$ cat src/rtl/clk_div_pkg.sv
// Shared types and constants for the programmable duty-cycle clock divider.
package clk_div_pkg;

    typedef enum logic {
        ST_IDLE,
        ST_RUN
    } state_t;

    localparam int unsigned MIN_PERIOD = 2;

endpackage

$ cat src/rtl/clk_div_cfg_shadow.sv
// One-entry configuration shadow: handshake, validity check, pending flag and cfg_err pulse.
module clk_div_cfg_shadow
    import clk_div_pkg::*;
#(
    parameter int unsigned CNT_W = 8
) (
    input  logic             clk,
    input  logic             rst,
    input  logic             cfg_valid,
    output logic             cfg_ready,
    input  logic [CNT_W-1:0] cfg_period,
    input  logic [CNT_W-1:0] cfg_high,
    input  logic             apply,
    output logic             pending,
    output logic [CNT_W-1:0] sh_period,
    output logic [CNT_W-1:0] sh_high,
    output logic             cfg_err
);

    logic accept;
    logic period_ok;

    assign cfg_ready = ~pending;
    assign accept    = cfg_valid & cfg_ready;
    assign period_ok = 32'(cfg_period) >= MIN_PERIOD;

    // accept and apply are mutually exclusive: accept needs pending low, apply needs it high
    always_ff @(posedge clk or posedge rst) begin
        if (rst) begin
            pending   <= 1'b0;
            sh_period <= '0;
            sh_high   <= '0;
            cfg_err   <= 1'b0;
        end else begin
            cfg_err <= accept & ~period_ok;
            if (accept && period_ok) begin
                pending   <= 1'b1;
                sh_period <= cfg_period;
                sh_high   <= cfg_high;
            end else if (apply) begin
                pending   <= 1'b0;
            end
        end
    end

endmodule

$ cat src/rtl/clk_div_duty.sv
// Programmable divided clock with registered output, low phase then high phase per period.
// Optional period counter output pcnt enabled by defining CLK_DIV_DUTY_PCNT_EN.
module clk_div_duty
    import clk_div_pkg::*;
#(
    parameter int unsigned CNT_W      = 8,
    parameter int unsigned PERIOD_RST = 10,
    parameter int unsigned HIGH_RST   = 4
) (
    input  logic             clk,
    input  logic             rst,
    input  logic             en,
    input  logic             cfg_valid,
    output logic             cfg_ready,
    input  logic [CNT_W-1:0] cfg_period,
    input  logic [CNT_W-1:0] cfg_high,
    output logic             clk_out,
    output logic             period_start,
    output logic             cfg_err
`ifdef CLK_DIV_DUTY_PCNT_EN
    ,
    output logic [15:0]      pcnt
`endif
);

    localparam logic [CNT_W-1:0] ONE = CNT_W'(1);

    state_t           state, state_nxt;
    logic [CNT_W-1:0] cnt, cnt_nxt;
    logic [CNT_W-1:0] per, per_nxt;
    logic [CNT_W-1:0] hi, hi_nxt;
    logic             clk_out_nxt;
    logic             ps_nxt;
    logic             apply;
    logic             pending;
    logic [CNT_W-1:0] sh_period;
    logic [CNT_W-1:0] sh_high;

    clk_div_cfg_shadow #(
        .CNT_W(CNT_W)
    ) u_shadow (
        .clk        (clk),
        .rst        (rst),
        .cfg_valid  (cfg_valid),
        .cfg_ready  (cfg_ready),
        .cfg_period (cfg_period),
        .cfg_high   (cfg_high),
        .apply      (apply),
        .pending    (pending),
        .sh_period  (sh_period),
        .sh_high    (sh_high),
        .cfg_err    (cfg_err)
    );

    always_comb begin
        state_nxt = state;
        cnt_nxt   = cnt;
        per_nxt   = per;
        hi_nxt    = hi;
        apply     = 1'b0;
        ps_nxt    = 1'b0;

        case (state)
            ST_IDLE: begin
                cnt_nxt = '0;
                if (pending) begin
                    apply   = 1'b1;
                    per_nxt = sh_period;
                    hi_nxt  = sh_high;
                end
                if (en) begin
                    state_nxt = ST_RUN;
                    ps_nxt    = 1'b1;
                end
            end
            ST_RUN: begin
                if (cnt == per - ONE) begin
                    cnt_nxt = '0;
                    if (pending) begin
                        apply   = 1'b1;
                        per_nxt = sh_period;
                        hi_nxt  = sh_high;
                    end
                    if (en) begin
                        ps_nxt = 1'b1;
                    end else begin
                        state_nxt = ST_IDLE;
                    end
                end else begin
                    cnt_nxt = cnt + ONE;
                end
            end
            default: begin
                state_nxt = ST_IDLE;
                cnt_nxt   = '0;
            end
        endcase

        // Output is computed from the next count and next P/H so it can be registered
        clk_out_nxt = 1'b0;
        if (state_nxt == ST_RUN && hi_nxt != '0) begin
            if (hi_nxt >= per_nxt) begin
                clk_out_nxt = 1'b1;
            end else begin
                clk_out_nxt = (cnt_nxt >= per_nxt - hi_nxt);
            end
        end
    end

    always_ff @(posedge clk or posedge rst) begin
        if (rst) begin
            state        <= ST_IDLE;
            cnt          <= '0;
            per          <= CNT_W'(PERIOD_RST);
            hi           <= CNT_W'(HIGH_RST);
            clk_out      <= 1'b0;
            period_start <= 1'b0;
        end else begin
            state        <= state_nxt;
            cnt          <= cnt_nxt;
            per          <= per_nxt;
            hi           <= hi_nxt;
            clk_out      <= clk_out_nxt;
            period_start <= ps_nxt;
        end
    end

`ifdef CLK_DIV_DUTY_PCNT_EN
    always_ff @(posedge clk or posedge rst) begin
        if (rst) begin
            pcnt <= '0;
        end else if (ps_nxt) begin
            pcnt <= pcnt + 16'd1;
        end
    end
`endif

endmodule

$ cat config.mk
export PLATFORM = sky130hd
export DESIGN_NAME = clk_div_duty
export DESIGN_NICKNAME = d
export VERILOG_FILES = /design/src/rtl/clk_div_pkg.sv /design/src/rtl/clk_div_cfg_shadow.sv /design/src/rtl/clk_div_duty.sv
export SDC_FILE = /design/constraint.sdc
export NUM_CORES = 1
export LEC_CHECK = 0
export ABC_CLOCK_PERIOD_IN_PS = 8900
export BUFFER_PORTS_ARGS = -buffer_cell sky130_fd_sc_hd__buf_4
export CAP_MARGIN = 20
export CORE_MARGIN = 2
export CORE_UTILIZATION = 45
export DETAILED_ROUTE_END_ITERATION = 10
export PLACE_DENSITY = 0.64
export SYNTH_ARGS = -nofsm -noshare
export SYNTH_HDL_FRONTEND = slang
export SYNTH_HIERARCHICAL = 1
export SYNTH_SLANG_ARGS = --single-unit
$ cat constraint.sdc
create_clock -name clk -period 8.9 [get_ports clk]
set_input_delay 1.78 -clock clk [delete_from_list [all_inputs] [get_ports clk]]
set_output_delay 1.78 -clock clk [all_outputs]
set_load 0.01 [all_outputs]
==> summary.md <==
| Metric | Value |
|---|---|
| Outcome | `completed` |
| Reg power frac | `53.4%` |
| CP Data Required Time | `~9000 ps` |
| RSZ-0062 raised after global routing | `no` |
| Die height | `82.2 microns` |
| Max cap viols | `0` |
| Met1 usage | `a little over a quarter` |
| Combinational power share | `5.2%` |
| Total global-route track usage | `between 10% and 20%` |
| Post-synth EDFFs | `0` |
| Post-layout util | `between 50% and 60%` |
| Commonest cells after routing, fill and taps aside | `42 x dfrtp_1, 23 x buf_4, 21 x inv_1, 18 x nor2_1, 17 x ha_1` |
| GRT Max-Usage Layer | `met2` |
| Gp weighted congestion | `0.875` |
| CTS clk-pin slew, worst paths | `about 90 ps` |
| Synthesized net count | `303` |
| Starting DRT DRC Count | `81` |
| Syn_area_per_cell | `10.3 sq um` |
| Vias | `1,989` |
| Minimum clock period | `5410 ps` |
| Clock tree buffer depth | `2` |
| Max_slew headroom | `30.1%` |
| HPWL Detailed | `4420 microns` |
| Die area | `6760 sq um` |
| Clock power share | `41.3%` |
| Finished Layout Cells | `between 300 and 400` |
| Vias per cell | `~5.4` |
| Area growth syn-to-layout | `13.3%` |
| TritonCTS Sinks | `45` |
| Hold Fails Final Rpt | `0` |
| First-pass iteration count of the detailed router | `4` |
| Max Freq | `185 MHz` |
| Crit. End Element | `register` |
| Die Wd | `82.2 microns` |
| Power Internal | `305 uW` |
| Setup Fix Bufs, Post-CTS | `0` |
| Fillers | `533` |
| Vias in the first global route | `1,974` |
| DRT antenna net count | `0` |
| Post-Synthesis Cell Area | `2750 sq um` |
| Largest fanout on the critical path | `23` |
| Inst Count DP | `358` |
| CTS tree | `yes` |
| Ant diodes | `0` |
| Register area share after synthesis | `41.0%` |
| Initial antenna violation count | `0` |
| Met2 Resource Use GR | `29.8%` |
| Port Buf Inserts | `23` |
| GRT met3 Usage | `around 2.9%` |
| Post-synth ARST share | `100%` |
| # DRC | `0` |
| Lkg Pwr | `about 1.5 nW` |
| Peak VDD IR | `0.0966 mV` |
| Final #Nets | `about 330` |
| Total negative slack | `0 ps` |
| Num CTS Buffers | `5` |
| Total Power | `396 uW` |
| Sw frac | `22.8%` |
| Gr ovfl total | `0` |
| Synth Flop Type | `dfrtp_1` |
| Routed wire length | `5660 microns` |
| Post-CTS sizing | `0` |
| Distinct cells, synth | `52` |
| Worst path arrival time | `5590 ps` |
| Most common library cell in the layout ignoring fill and taps | `dfrtp_1` |
| Worst setup SP type | `register` |
| Setup-failing EPs final | `0` |
| Psw | `90.3 uW` |
| Critical path type | `register to register` |
| CTS HTree Levels | `2` |
| Clock Root Buffer | `clkbuf_8` |
| Total core area | `5920 sq um` |
| Hold crit path type | `register to register` |
| Pwr dens | `127 nW/um^2` |
| Rows | `28` |
| Worst-margin pin slew | `between 1000 and 1500 ps` |
| Max-slew violations | `0` |
| Pin count of the biggest net entering global routing | `28` |
| Fraction of layout cells with a size suffix above 1 | `20.2%` |
| Starting Density | `between 40 and 50%` |
| Hold buffer count at CTS | `0` |
| I/O pin count | `24` |
| Final worst path period share | `60.8%` |
| #FFs+latches synth | `45` |
| Synthesized instance count | `266` |
| Worst-skew pair later-pin latency | `300 ps` |
| DR WL/cell | `15.4 microns` |
| First-pass GRT wire length | `9580 microns` |
| Clock Skew | `7.21 ps` |
| YS warnings | `6` |
-- metrics by stage --
stage | setup slack (ps) | hold WS [ps] | instance area [sq um]
after floorplan | 3900 | 461 | 2750
after global placement | 3600 | 496 | 2970
after detailed placement | 3460 | 491 | 2970
after CTS | 3480 | 505 | 3090
after global routing | 3070 | 532 | 3120
final | 3490 | 508 | 3120
-- sequential cells by signal, indices dropped and copies added (netlist names), 7 cells and up, named ones only --
register	count
cnt	8
hi	8
u_shadow/sh_high	8
u_shadow/sh_period	8
per	7
-- final cells by class --
class	instances	area (sq um)	area share [%]
Clock buffer	5	68.8	2.21
Clock inverter	3	50.0	1.61
Inverter	22	82.6	2.65
Sequential cell	45	1130	36.2
Timing Repair Buffer	24	200	6.42
Tap cell	75	93.8	3.01
Multi-Input combinational cell	193	1490	47.9
-- logic make-up after synthesis --
family | count (synthesis) | synth area share [%]
fa+ha+maj | 18 | 8.09
simple gates | 83 | 15.8
buf+inv | 28 | 4.73
flops | 45 | 41.0
compound gates | 44 | 13.0
mux | 25 | 10.1
xor+xnor | 23 | 7.32
-- critical path, cell delays in order, from the launching register on --
cell and delay, ps:
dfrtp_1 500, or4_1 550, or3_1 340, a2111oi_2 350, o211ai_1 170, a21o_1 370
inv_2 400, mux2i_1 300, ha_1 180, inv_1 60, ha_1 220, and3_1 160
o31a_1 330, nor2_1 120, xor2_1 160, ha_1 240, a21o_1 150, a21o_1 170
a21o_1 170, a221oi_1 240, o2bb2ai_1 90
-- layer usage --
layer / wire length [microns] / up-vias / share of wire, %
met4: 93 / 0 / 1.6
met2: 2740 / 23 / 48
met3: 117 / 11 / 2.1
met5: 0 / - / 0
met1: 2710 / 956 / 48
li1: - / 999 / -
-- synth_stat cells, types with 6 or more instances --
cell type,number,area share (%)
a22o_1,6,1.9
xnor2_1,11,3.5
dfrtp_1,42,38
nand2b_1,7,1.6
nand3_1,8,1.5
nor2_1,18,2.5
and3_1,7,1.6
o21ai_0,7,1.3
mux2i_1,9,3.3
a21o_1,7,1.9
xor2_1,12,3.8
ha_1,17,7.7
nand2_1,16,2.2
inv_1,21,2.9
mux2_2,14,5.7
nor3_1,7,1.3
-- power by group through the flow --
stage | clock network (mW) | registers (mW) | logic, mW
3_3_place_gp | 0 | 0.216 | 0.0192
2_1_floorplan | 0 | 0.214 | 0.00981
3_5_place_dp | 0 | 0.216 | 0.0197
4_1_cts | 0.168 | 0.212 | 0.0197
5_1_grt | 0.177 | 0.212 | 0.0233
6_report | 0.164 | 0.211 | 0.0207
-- path summary, 6_finish.rpt --
| path | start | end | slack [ps] | cells past startpoint |
|---|---|---|---|---|
| min | hi[2] | hi[2] | 510 | 2 |
| min reg2reg | hi[2] | hi[2] | 510 | 2 |
| max in group asynchronous | rst | u_shadow/sh_high[6] | 6890 | 2 |
| max | register | clk_out | 3490 | 20 |
| min in group asynchronous | rst | per[5] | 1410 | 2 |
| max reg2reg | register | clk_out | 3490 | 20 |
No activity file was read; power rests on OpenSTA's default activity.
